<file path="src/rtl/keypad_pkg.sv">
// Shared definitions for the 4x4 matrix keypad: ASCII key codes, the
// active-low row/column line patterns and the emulator state encoding.
// The keypad scanner imports the same package so both ends agree on the map.
package keypad_pkg;

    // ASCII codes of the sixteen keys on the pad
    localparam logic [7:0] KEY_0    = 8'h30;
    localparam logic [7:0] KEY_1    = 8'h31;
    localparam logic [7:0] KEY_2    = 8'h32;
    localparam logic [7:0] KEY_3    = 8'h33;
    localparam logic [7:0] KEY_4    = 8'h34;
    localparam logic [7:0] KEY_5    = 8'h35;
    localparam logic [7:0] KEY_6    = 8'h36;
    localparam logic [7:0] KEY_7    = 8'h37;
    localparam logic [7:0] KEY_8    = 8'h38;
    localparam logic [7:0] KEY_9    = 8'h39;
    localparam logic [7:0] KEY_A    = 8'h41;
    localparam logic [7:0] KEY_B    = 8'h42;
    localparam logic [7:0] KEY_C    = 8'h43;
    localparam logic [7:0] KEY_D    = 8'h44;
    localparam logic [7:0] KEY_STAR = 8'h2A;
    localparam logic [7:0] KEY_HASH = 8'h23;

    // Active-low line pattern for index 0..3: index i drives bit (3-i) low
    localparam logic [3:0] ROW_PATTERN [4] = '{4'b0111, 4'b1011, 4'b1101, 4'b1110};
    localparam logic [3:0] COL_PATTERN [4] = '{4'b0111, 4'b1011, 4'b1101, 4'b1110};

    // Emulator press sequence
    typedef enum logic [2:0] {
        IDLE,
        BOUNCE_IN,
        HOLD,
        BOUNCE_OUT,
        GAP
    } keypad_state_e;

    // Largest of four timing parameters, used to size the shared counters
    function automatic int unsigned maxOf4(input int unsigned a, input int unsigned b,
                                           input int unsigned c, input int unsigned d);
        int unsigned m;
        m = a;
        if (b > m) m = b;
        if (c > m) m = c;
        if (d > m) m = d;
        return m;
    endfunction

endpackage

</file>
<file path="src/rtl/keypad_ascii_decode.sv">
// Combinational ASCII-to-keypad-position decoder. Anything outside the
// sixteen printed keys (including lowercase letters) reports mapped_o = 0.
module keypad_ascii_decode
    import keypad_pkg::*;
(
    input  logic [7:0] key_char_i,
    output logic       mapped_o,
    output logic [1:0] row_idx_o,
    output logic [1:0] col_idx_o
);

    // Look up the row/column of the requested key
    always_comb begin
        mapped_o  = 1'b1;
        row_idx_o = 2'd0;
        col_idx_o = 2'd0;
        case (key_char_i)
            KEY_1:    begin row_idx_o = 2'd0; col_idx_o = 2'd0; end
            KEY_2:    begin row_idx_o = 2'd0; col_idx_o = 2'd1; end
            KEY_3:    begin row_idx_o = 2'd0; col_idx_o = 2'd2; end
            KEY_A:    begin row_idx_o = 2'd0; col_idx_o = 2'd3; end
            KEY_4:    begin row_idx_o = 2'd1; col_idx_o = 2'd0; end
            KEY_5:    begin row_idx_o = 2'd1; col_idx_o = 2'd1; end
            KEY_6:    begin row_idx_o = 2'd1; col_idx_o = 2'd2; end
            KEY_B:    begin row_idx_o = 2'd1; col_idx_o = 2'd3; end
            KEY_7:    begin row_idx_o = 2'd2; col_idx_o = 2'd0; end
            KEY_8:    begin row_idx_o = 2'd2; col_idx_o = 2'd1; end
            KEY_9:    begin row_idx_o = 2'd2; col_idx_o = 2'd2; end
            KEY_C:    begin row_idx_o = 2'd2; col_idx_o = 2'd3; end
            KEY_STAR: begin row_idx_o = 2'd3; col_idx_o = 2'd0; end
            KEY_0:    begin row_idx_o = 2'd3; col_idx_o = 2'd1; end
            KEY_HASH: begin row_idx_o = 2'd3; col_idx_o = 2'd2; end
            KEY_D:    begin row_idx_o = 2'd3; col_idx_o = 2'd3; end
            default:  mapped_o = 1'b0;
        endcase
    end

endmodule

</file>
<file path="src/rtl/keypad_emulador.sv">
// Keypad responder: accepts one ASCII key over valid/ready and then acts as a
// physical 4x4 pad, pulling the key's column low while the scanner drives its
// row low. Press and release can be wrapped in a contact-bounce window.
module keypad_emulador
    import keypad_pkg::*;
#(
    parameter int unsigned HOLD_CYCLES   = 2000000,
    parameter int unsigned GAP_CYCLES    = 1500000,
    parameter int unsigned BOUNCE_CYCLES = 50000,
    parameter int unsigned BOUNCE_PERIOD = 5000
)(
    input  logic       clk,
    input  logic       rst,
    input  logic [7:0] key_char,
    input  logic       key_valid,
    output logic       key_ready,
    input  logic [3:0] row,
    output logic [3:0] column,
    output logic       busy,
    output logic       done,
    output logic       key_error
);

    localparam int unsigned CNT_W = $clog2(maxOf4(HOLD_CYCLES, GAP_CYCLES,
                                                  BOUNCE_CYCLES, BOUNCE_PERIOD) + 1);
    localparam bit         BOUNCE_EN    = (BOUNCE_CYCLES != 0);
    localparam logic [CNT_W-1:0] HOLD_LAST    = CNT_W'(HOLD_CYCLES - 1);
    localparam logic [CNT_W-1:0] GAP_LAST     = CNT_W'(GAP_CYCLES - 1);
    localparam logic [CNT_W-1:0] BOUNCE_LAST  = CNT_W'(BOUNCE_EN ? BOUNCE_CYCLES - 1 : 0);
    localparam logic [CNT_W-1:0] PERIOD_LAST  = CNT_W'(BOUNCE_PERIOD - 1);
    localparam logic [CNT_W-1:0] CNT_ONE      = CNT_W'(1);

    keypad_state_e    state_q;
    logic [CNT_W-1:0] cycleCnt_q;
    logic [CNT_W-1:0] phaseCnt_q;
    logic             contact_q;
    logic [1:0]       keyRow_q;
    logic [1:0]       keyCol_q;
    logic             keyReady_q;
    logic             busy_q;
    logic             done_q;
    logic             keyError_q;
    logic [3:0]       column_q;
    logic [3:0]       column_d;

    logic             decMapped;
    logic [1:0]       decRow;
    logic [1:0]       decCol;

    keypad_ascii_decode u_decode (
        .key_char_i (key_char),
        .mapped_o   (decMapped),
        .row_idx_o  (decRow),
        .col_idx_o  (decCol)
    );

    // Press sequence: timing counters, simulated contact and handshake outputs
    always_ff @(posedge clk or posedge rst) begin
        if (rst) begin
            state_q    <= IDLE;
            cycleCnt_q <= '0;
            phaseCnt_q <= '0;
            contact_q  <= 1'b0;
            keyRow_q   <= 2'd0;
            keyCol_q   <= 2'd0;
            keyReady_q <= 1'b1;
            busy_q     <= 1'b0;
            done_q     <= 1'b0;
            keyError_q <= 1'b0;
        end else begin
            done_q     <= 1'b0;
            keyError_q <= 1'b0;
            case (state_q)
                IDLE: begin
                    if (key_valid && keyReady_q) begin
                        if (decMapped) begin
                            keyRow_q   <= decRow;
                            keyCol_q   <= decCol;
                            cycleCnt_q <= '0;
                            phaseCnt_q <= '0;
                            contact_q  <= 1'b1;
                            keyReady_q <= 1'b0;
                            busy_q     <= 1'b1;
                            state_q    <= BOUNCE_EN ? BOUNCE_IN : HOLD;
                        end else begin
                            keyError_q <= 1'b1;
                        end
                    end
                end
                BOUNCE_IN: begin
                    if (cycleCnt_q == BOUNCE_LAST) begin
                        cycleCnt_q <= '0;
                        contact_q  <= 1'b1;
                        state_q    <= HOLD;
                    end else begin
                        cycleCnt_q <= cycleCnt_q + CNT_ONE;
                        if (phaseCnt_q == PERIOD_LAST) begin
                            phaseCnt_q <= '0;
                            contact_q  <= ~contact_q;
                        end else begin
                            phaseCnt_q <= phaseCnt_q + CNT_ONE;
                        end
                    end
                end
                HOLD: begin
                    if (cycleCnt_q == HOLD_LAST) begin
                        cycleCnt_q <= '0;
                        phaseCnt_q <= '0;
                        contact_q  <= 1'b0;
                        state_q    <= BOUNCE_EN ? BOUNCE_OUT : GAP;
                    end else begin
                        cycleCnt_q <= cycleCnt_q + CNT_ONE;
                    end
                end
                BOUNCE_OUT: begin
                    if (cycleCnt_q == BOUNCE_LAST) begin
                        cycleCnt_q <= '0;
                        contact_q  <= 1'b0;
                        state_q    <= GAP;
                    end else begin
                        cycleCnt_q <= cycleCnt_q + CNT_ONE;
                        if (phaseCnt_q == PERIOD_LAST) begin
                            phaseCnt_q <= '0;
                            contact_q  <= ~contact_q;
                        end else begin
                            phaseCnt_q <= phaseCnt_q + CNT_ONE;
                        end
                    end
                end
                GAP: begin
                    if (cycleCnt_q == GAP_LAST) begin
                        cycleCnt_q <= '0;
                        contact_q  <= 1'b0;
                        keyReady_q <= 1'b1;
                        busy_q     <= 1'b0;
                        done_q     <= 1'b1;
                        state_q    <= IDLE;
                    end else begin
                        cycleCnt_q <= cycleCnt_q + CNT_ONE;
                    end
                end
                default: begin
                    cycleCnt_q <= '0;
                    contact_q  <= 1'b0;
                    keyReady_q <= 1'b1;
                    busy_q     <= 1'b0;
                    state_q    <= IDLE;
                end
            endcase
        end
    end

    // Close the switch only when the latched key's row is being driven low
    always_comb begin
        column_d = 4'b1111;
        if (contact_q && ((row | ROW_PATTERN[keyRow_q]) == ROW_PATTERN[keyRow_q])) begin
            column_d = COL_PATTERN[keyCol_q];
        end
    end

    // Column lines are registered so the scanner sees one cycle of latency
    always_ff @(posedge clk or posedge rst) begin
        if (rst) begin
            column_q <= 4'b1111;
        end else begin
            column_q <= column_d;
        end
    end

    assign key_ready = keyReady_q;
    assign busy      = busy_q;
    assign done      = done_q;
    assign key_error = keyError_q;
    assign column    = column_q;

endmodule

</file>
<file path="config.mk">
export PLATFORM = sky130hd
export DESIGN_NAME = keypad_emulador
export DESIGN_NICKNAME = d
export VERILOG_FILES = /design/src/rtl/keypad_pkg.sv /design/src/rtl/keypad_ascii_decode.sv /design/src/rtl/keypad_emulador.sv
export SDC_FILE = /design/constraint.sdc
export NUM_CORES = 1
export LEC_CHECK = 0
export ABC_AREA = 1
export BUFFER_PORTS_ARGS = -buffer_cell sky130_fd_sc_hd__buf_2
export CAP_MARGIN = 40
export CORE_MARGIN = 2
export CORE_UTILIZATION = 55
export CTS_CLUSTER_DIAMETER = 120
export CTS_CLUSTER_SIZE = 14
export DETAILED_ROUTE_END_ITERATION = 6
export GPL_ROUTABILITY_DRIVEN = 0
export PLACE_DENSITY_LB_ADDON = 0.05
export SLEW_MARGIN = 20
export SYNTH_ARGS = -nofsm -noshare
export SYNTH_HDL_FRONTEND = slang
export SYNTH_SLANG_ARGS = --single-unit
</file>
<file path="constraint.sdc">
create_clock -name clk -period 1.8 [get_ports clk]
set_input_delay 0.18 -clock clk [delete_from_list [all_inputs] [get_ports clk]]
set_output_delay 0.18 -clock clk [all_outputs]
set_load 0.02 [all_outputs]
</file>
### After elaboration in Yosys (flattened, before gate mapping)

Index checks and enable logic that the tools add are counted.

| word-level totals | value |
|---|---|
| register bits after elaboration | 58 |
| word-level logic and storage cells | 116 |

| operators by class | value |
|---|---|
| add/sub/neg operators | 2 |
| magnitude comparators | 2 |
| equal/unequal tests | 32 |
| muxes and demuxes | 45 |
| bitwise logic cells | 5 |
| reductions and logical operators | 19 |

Operators by type and width:

| kind | count |
|---|---|
| $mux 21 | 8 |
| $eq 8x6->1 const B | 12 |
| $pmux 21 s4 | 1 |
| $pmux 21 s3 | 1 |
| $add 21x1->21 const B | 2 |
| $eq 21x21->1 const B | 2 |
| $eq 8x7->1 const B | 4 |
| $reduce_or 4->1 | 6 |
| $eq 21x13->1 const B | 1 |
| $eq 21x16->1 const B | 1 |
| $mux 4 | 5 |
| $mux 3 | 6 |
| $bmux 4 s2 | 2 |
| $mux 1 | 16 |
| $reduce_or 16->1 | 1 |
| $pmux 3 s5 | 1 |
| $ne 2x2->1 const B | 7 |
| $pmux 2 s3 | 2 |
| $reduce_and 4->1 | 2 |
| $eq 3x2->1 const B | 2 |
| $ge 3x3->1 const B | 2 |
| $not 2->3 | 2 |
| $pmux 1 s3 | 2 |
| $reduce_and 6->1 | 1 |
| 14 further kinds | 16 |

### Depth between registers and ports, before layout

| depth | value |
|---|---|
| word-level depth | 8 |
| gate-level depth with buffers | 13 |

### Cells and area by module

Synthesis repeated with hierarchy kept, for this count alone.

| unflattened totals | value |
|---|---|
| cell total of the unflattened synthesis | 608 |
| area total of the unflattened synthesis | 3921.3 sq um |

Modules (own cells, without submodules):

| module | instances | cells each | area an instance (sq um) | seq. area each (sq um) |
|---|---|---|---|---|
| keypad_emulador | 1 | 531 | 3607.2 | 1457.6 |
| keypad_ascii_decode | 1 | 77 | 314.1 | 0.0 |

### Worst setup path before layout

No wires, ideal clock.

| timing | value |
|---|---|
| path type | register to register |
| start point | reg cycleCnt_q[0] |
| end point | reg phaseCnt_q[12] |
| library setup time | 118 ps |
| arrival time | 1640 ps |
| data required time | 1682 ps |
| setup slack | 41 ps |
| cell stages (with the launch flop) | 14 |
| path buffers | 1 |
| path through | dfrtp_1 -> ha_1 -> nand2_1 -> clkinv_2 -> nand2_4 -> nor2_4 -> nand3_4 -> nand2_2 -> nand2_2 -> nor2_4 -> nand2_4 -> buf_6 -> nand2_2 -> o21ai_2 |

| on the way | value |
|---|---|
| cells in the longest elaborated chain, start to end | 3 |

Ends and longest elaborated chain:

| item | line | source |
|---|---|---|
| start: declaration | keypad_emulador.sv:34 | `logic [CNT_W-1:0] cycleCnt_q;` |
| start signal: assignment | keypad_emulador.sv:96 | `cycleCnt_q <= cycleCnt_q + CNT_ONE;` |
| start signal: assignment | keypad_emulador.sv:112 | `cycleCnt_q <= cycleCnt_q + CNT_ONE;` |
| start signal: assignment | keypad_emulador.sv:121 | `cycleCnt_q <= cycleCnt_q + CNT_ONE;` |
| $eq 21x16->1 / $eq 21x21->1 (equally long branches) | keypad_emulador.sv:91, keypad_emulador.sv:116, keypad_emulador.sv:106 |  |
| $ne 2x2->1 (no line) | n/a |  |
| $reduce_and 5->1 (no line) * | n/a |  |
| end signal: assignment | keypad_emulador.sv:101 | `phaseCnt_q <= phaseCnt_q + CNT_ONE;` |
| end signal: assignment | keypad_emulador.sv:126 | `phaseCnt_q <= phaseCnt_q + CNT_ONE;` |
| end: declaration | keypad_emulador.sv:35 | `logic [CNT_W-1:0] phaseCnt_q;` |

Mark *: on every way between the ends. The rest lies on a longest branch, timed or not.
A chain may end at the register's enable or synchronous reset.

### Worst setup path after layout

| timing | value |
|---|---|
| start point | reg cycleCnt_q[20] |
| end point | reg phaseCnt_q[1] |

Same word-level chain as after synthesis.

==> flow_summary_export.csv <==
group,metric,value,unit
status,status,"complete, but fails checks",
status,violations,"setup timing",
power,leakage,2.79,nW
drt,routed.top_layer,"met4",
layout,layout_common_cells,"187 x nand2_1, 98 x nor2_1, 71 x nand3_1, 69 x inv_1, 46 x dfrtp_1",
synthesis,syn_avg_cell_area,6.52,um^2
floorplan,fp.dieW,94.1,um
run,cap_violations,0,
synthesis,ys_async_sr_fraction,100,%
drt,vias,4742,
synthesis,yosysWarnings,0,
grt,grt_pass1_vias,4515,
critical_path,reg2reg_depth,10,
grt,grt_pass1_wl,20300,um
drt,wire_per_inst,14.9,um
drt,drt-met1-wl,5150,um
grt,grt_max_degree,59,
sta,grt_setup_unrepaired,"true",
synthesis,dominantRegCellSynth,"dfrtp_1",
min_path,holdCritPathClass,"primary input to flop",
drt,wl,12700,um
layout,syn_to_final_growth,21.5,%
floorplan,fp.dieH,94.1,um
sta,fmax,550,MHz
floorplan,io-pin-count,23,
synthesis,synth_edf_count,0,
synthesis,synth-seq-cells,58,
min_path,hold_path_end,"key_error",
floorplan,coreArea,7810,um^2
floorplan,die_area,8850,um^2
power,power_density,511,nW/um^2
layout,fill_cells,667,
drt,drt-initial-drc-count,286,
critical_path,crit_path_end_kind,"flop",
critical_path,crit_required,2030,ps
cts,cts_sinks,58,
drt,routed_via_density,5.57,
synthesis,ys_seq_area_share,32.7,%
min_path,hold_depth,3,
drt,antenna_left,0,
synthesis,synth_fp_nets,701,
synthesis,ys_types,42,
place,portBuffers,22,
grt,grt_overflow_total,0,
critical_path,rrSetupSlack,-20,ps
synthesis,syn_area,4460,um^2
critical_path,cp-start-kind,"flop",
critical_path,r2r-end,"phaseCnt_q[1]",
cts,cts.clk_slew.worst_paths,70,ps
cts,cts_root_buffer,"clkbuf_8",
cts,clk_latency,340,ps
sta,setup_viol_count_final,4,
sta,hold_violations,0,
sta,min_period,1820,ps
sta,fin_crit_sh,101,%
sta,worst_pin_slew,352,ps
cts,cts_tree,"yes",
layout,n_antenna_cell,0,
drt,first_pass_iters,4,
critical_path,path_class,"flop to flop",
layout,nets,761,
sta,drv_slew,0,
cts,clockBufferDepth,2,
layout,drive_gt1_share,24.3,%
layout,final_common_cell,"nand2_1",
layout,multiInputGateArea,2800,um^2
drt,wl_met3,703,um
critical_path,cp_max_fo,8,
sta,slew_headroom,76.3,%
synthesis,syn-instance-count,684,
grt,antenna_found_initial,0,
grt,track_usage,29.0,%
layout,regArea,1470,um^2
power,ir_drop,0.000490,V
min_path,min_from,"key_valid",
floorplan,start_util,57.1,%
sta,skew,14.1,ps
sta,hold_ws,125,ps
place,dp_hpwl,9140,um
sta,worst_slack,-17.2,ps
cts,htreeDepth,3,
floorplan,num_rows,32,
critical_path,crit_arrival,2050,ps
drt,drcViolationCount,0,
drt,wl_met2,6190,um
critical_path,rr_startpoint,"cycleCnt_q[20]",
cts,cts_made_buffers,9,
sta,fin_tns_setup,-40.7,ps
## worst max path at each step
stage | from | end | slack [ps]
final | cycleCnt_q[20] | phaseCnt_q[1] | -20
after floorplan | cycleCnt_q[0] | phaseCnt_q[12] | 40
after global routing | cycleCnt_q[20] | phaseCnt_q[1] | -100
after global placement | cycleCnt_q[9] | cycleCnt_q[8] | 30
after CTS | cycleCnt_q[0] | phaseCnt_q[2] | 2
after detailed placement | cycleCnt_q[0] | cycleCnt_q[8] | -7
## synthesized netlist by cell type, drive strengths merged (2+ instances only)
library cell,number,area (um^2)
o311ai,2,17.5
o21ai,38,246
inv,77,289
nor3,10,55.1
nor2,120,510
nand4,26,163
nand3b,5,37.5
or2,2,12.5
o21bai,2,15.0
a211oi,2,15.0
a21oi,4,20.0
buf,8,60.1
dfstp,5,131
ha,2,25.0
nand2,219,877
nor3b,2,20.0
xor2,16,140
dfrtp,53,1330
nand3,77,420
clkbuf,6,22.5
## logic make-up after synthesis
kind of cell             count (synthesis)  synth area share, %
XOR/XNOR                                17                 3.34
flip-flops                              58                 32.7
buffers and inverters                   92                 8.44
AND/OR/NAND/NOR                        462                 47.1
AO/OA/AOI/OAI                           53                 7.88
adder cells (fa/ha/maj)                  2                0.561
## routing by layer
metal	vias to the layer above	global-route usage [%]
li1	2323	-
met1	2199	34.6
met2	172	50.0
met3	48	4.74
met4	0	15.5
met5	-	0
## metrics by stage
step / power (W) / setup slack [ps] / utilization, % / cell area (um^2) / std cells
after floorplan: 0.00138 / 41.1 / - / 4460 / 684
after global placement: 0.00142 / 25.2 / 62.5 / 4880 / 824
after detailed placement: 0.00143 / -6.65 / 62.5 / 4880 / 824
after CTS: 0.00279 / 1.58 / 65.5 / 5110 / 841
after global routing: 0.00286 / -99.0 / 69.4 / 5420 / 851
final: 0.00277 / -17.2 / 69.4 / 5420 / 851
## worst max-delay path, cell delays in order, from the launching register on
cell,delay (ps)
dfrtp_1,440
inv_1,130
nor3_4,290
nand3_4,120
nand2_4,80
nand2_4,50
nor2_4,160
nand2_8,120
clkbuf_16,180
nand2_1,70
o21ai_2,50
## layout make-up
type	instances	share of cell area (%)
clock buffer	11	2.61
clock inverter	5	1.43
inverter	78	5.45
timing repair buffer	63	9.42
tap	102	2.35
multi-input combinational	534	51.7
sequential	58	27.0
## sequential cells by signal, summed over array words and instances (netlist names)
register    count
contact_q       1
keyCol_q        2
busy            1
key_error       1
cycleCnt_q     21
phaseCnt_q     21
done            1
state_q         3
column          4
keyRow_q        2
key_ready       1
## what timing repair did
item / 4_1_cts / 5_1_grt
resized for setup: 1 / 55
endpoints found under the setup margin: 1 / 41
hold endpoints to repair: 53 / 0
gates cloned: 0 / 3
hold buffers: 1 / 0
pin swaps: 0 / 12
setup buffers: 0 / 7
## power breakdown
group / total (W) / switching (W) / internal, W / leakage [nW]
logic: 0.0000984 / 0.0000666 / 0.0000317 / 2.00
clock network: 0.00137 / 0.000556 / 0.000813 / 0.109
registers: 0.00130 / 0 / 0.00130 / 0.681
(Power assumes the default switching activity.)
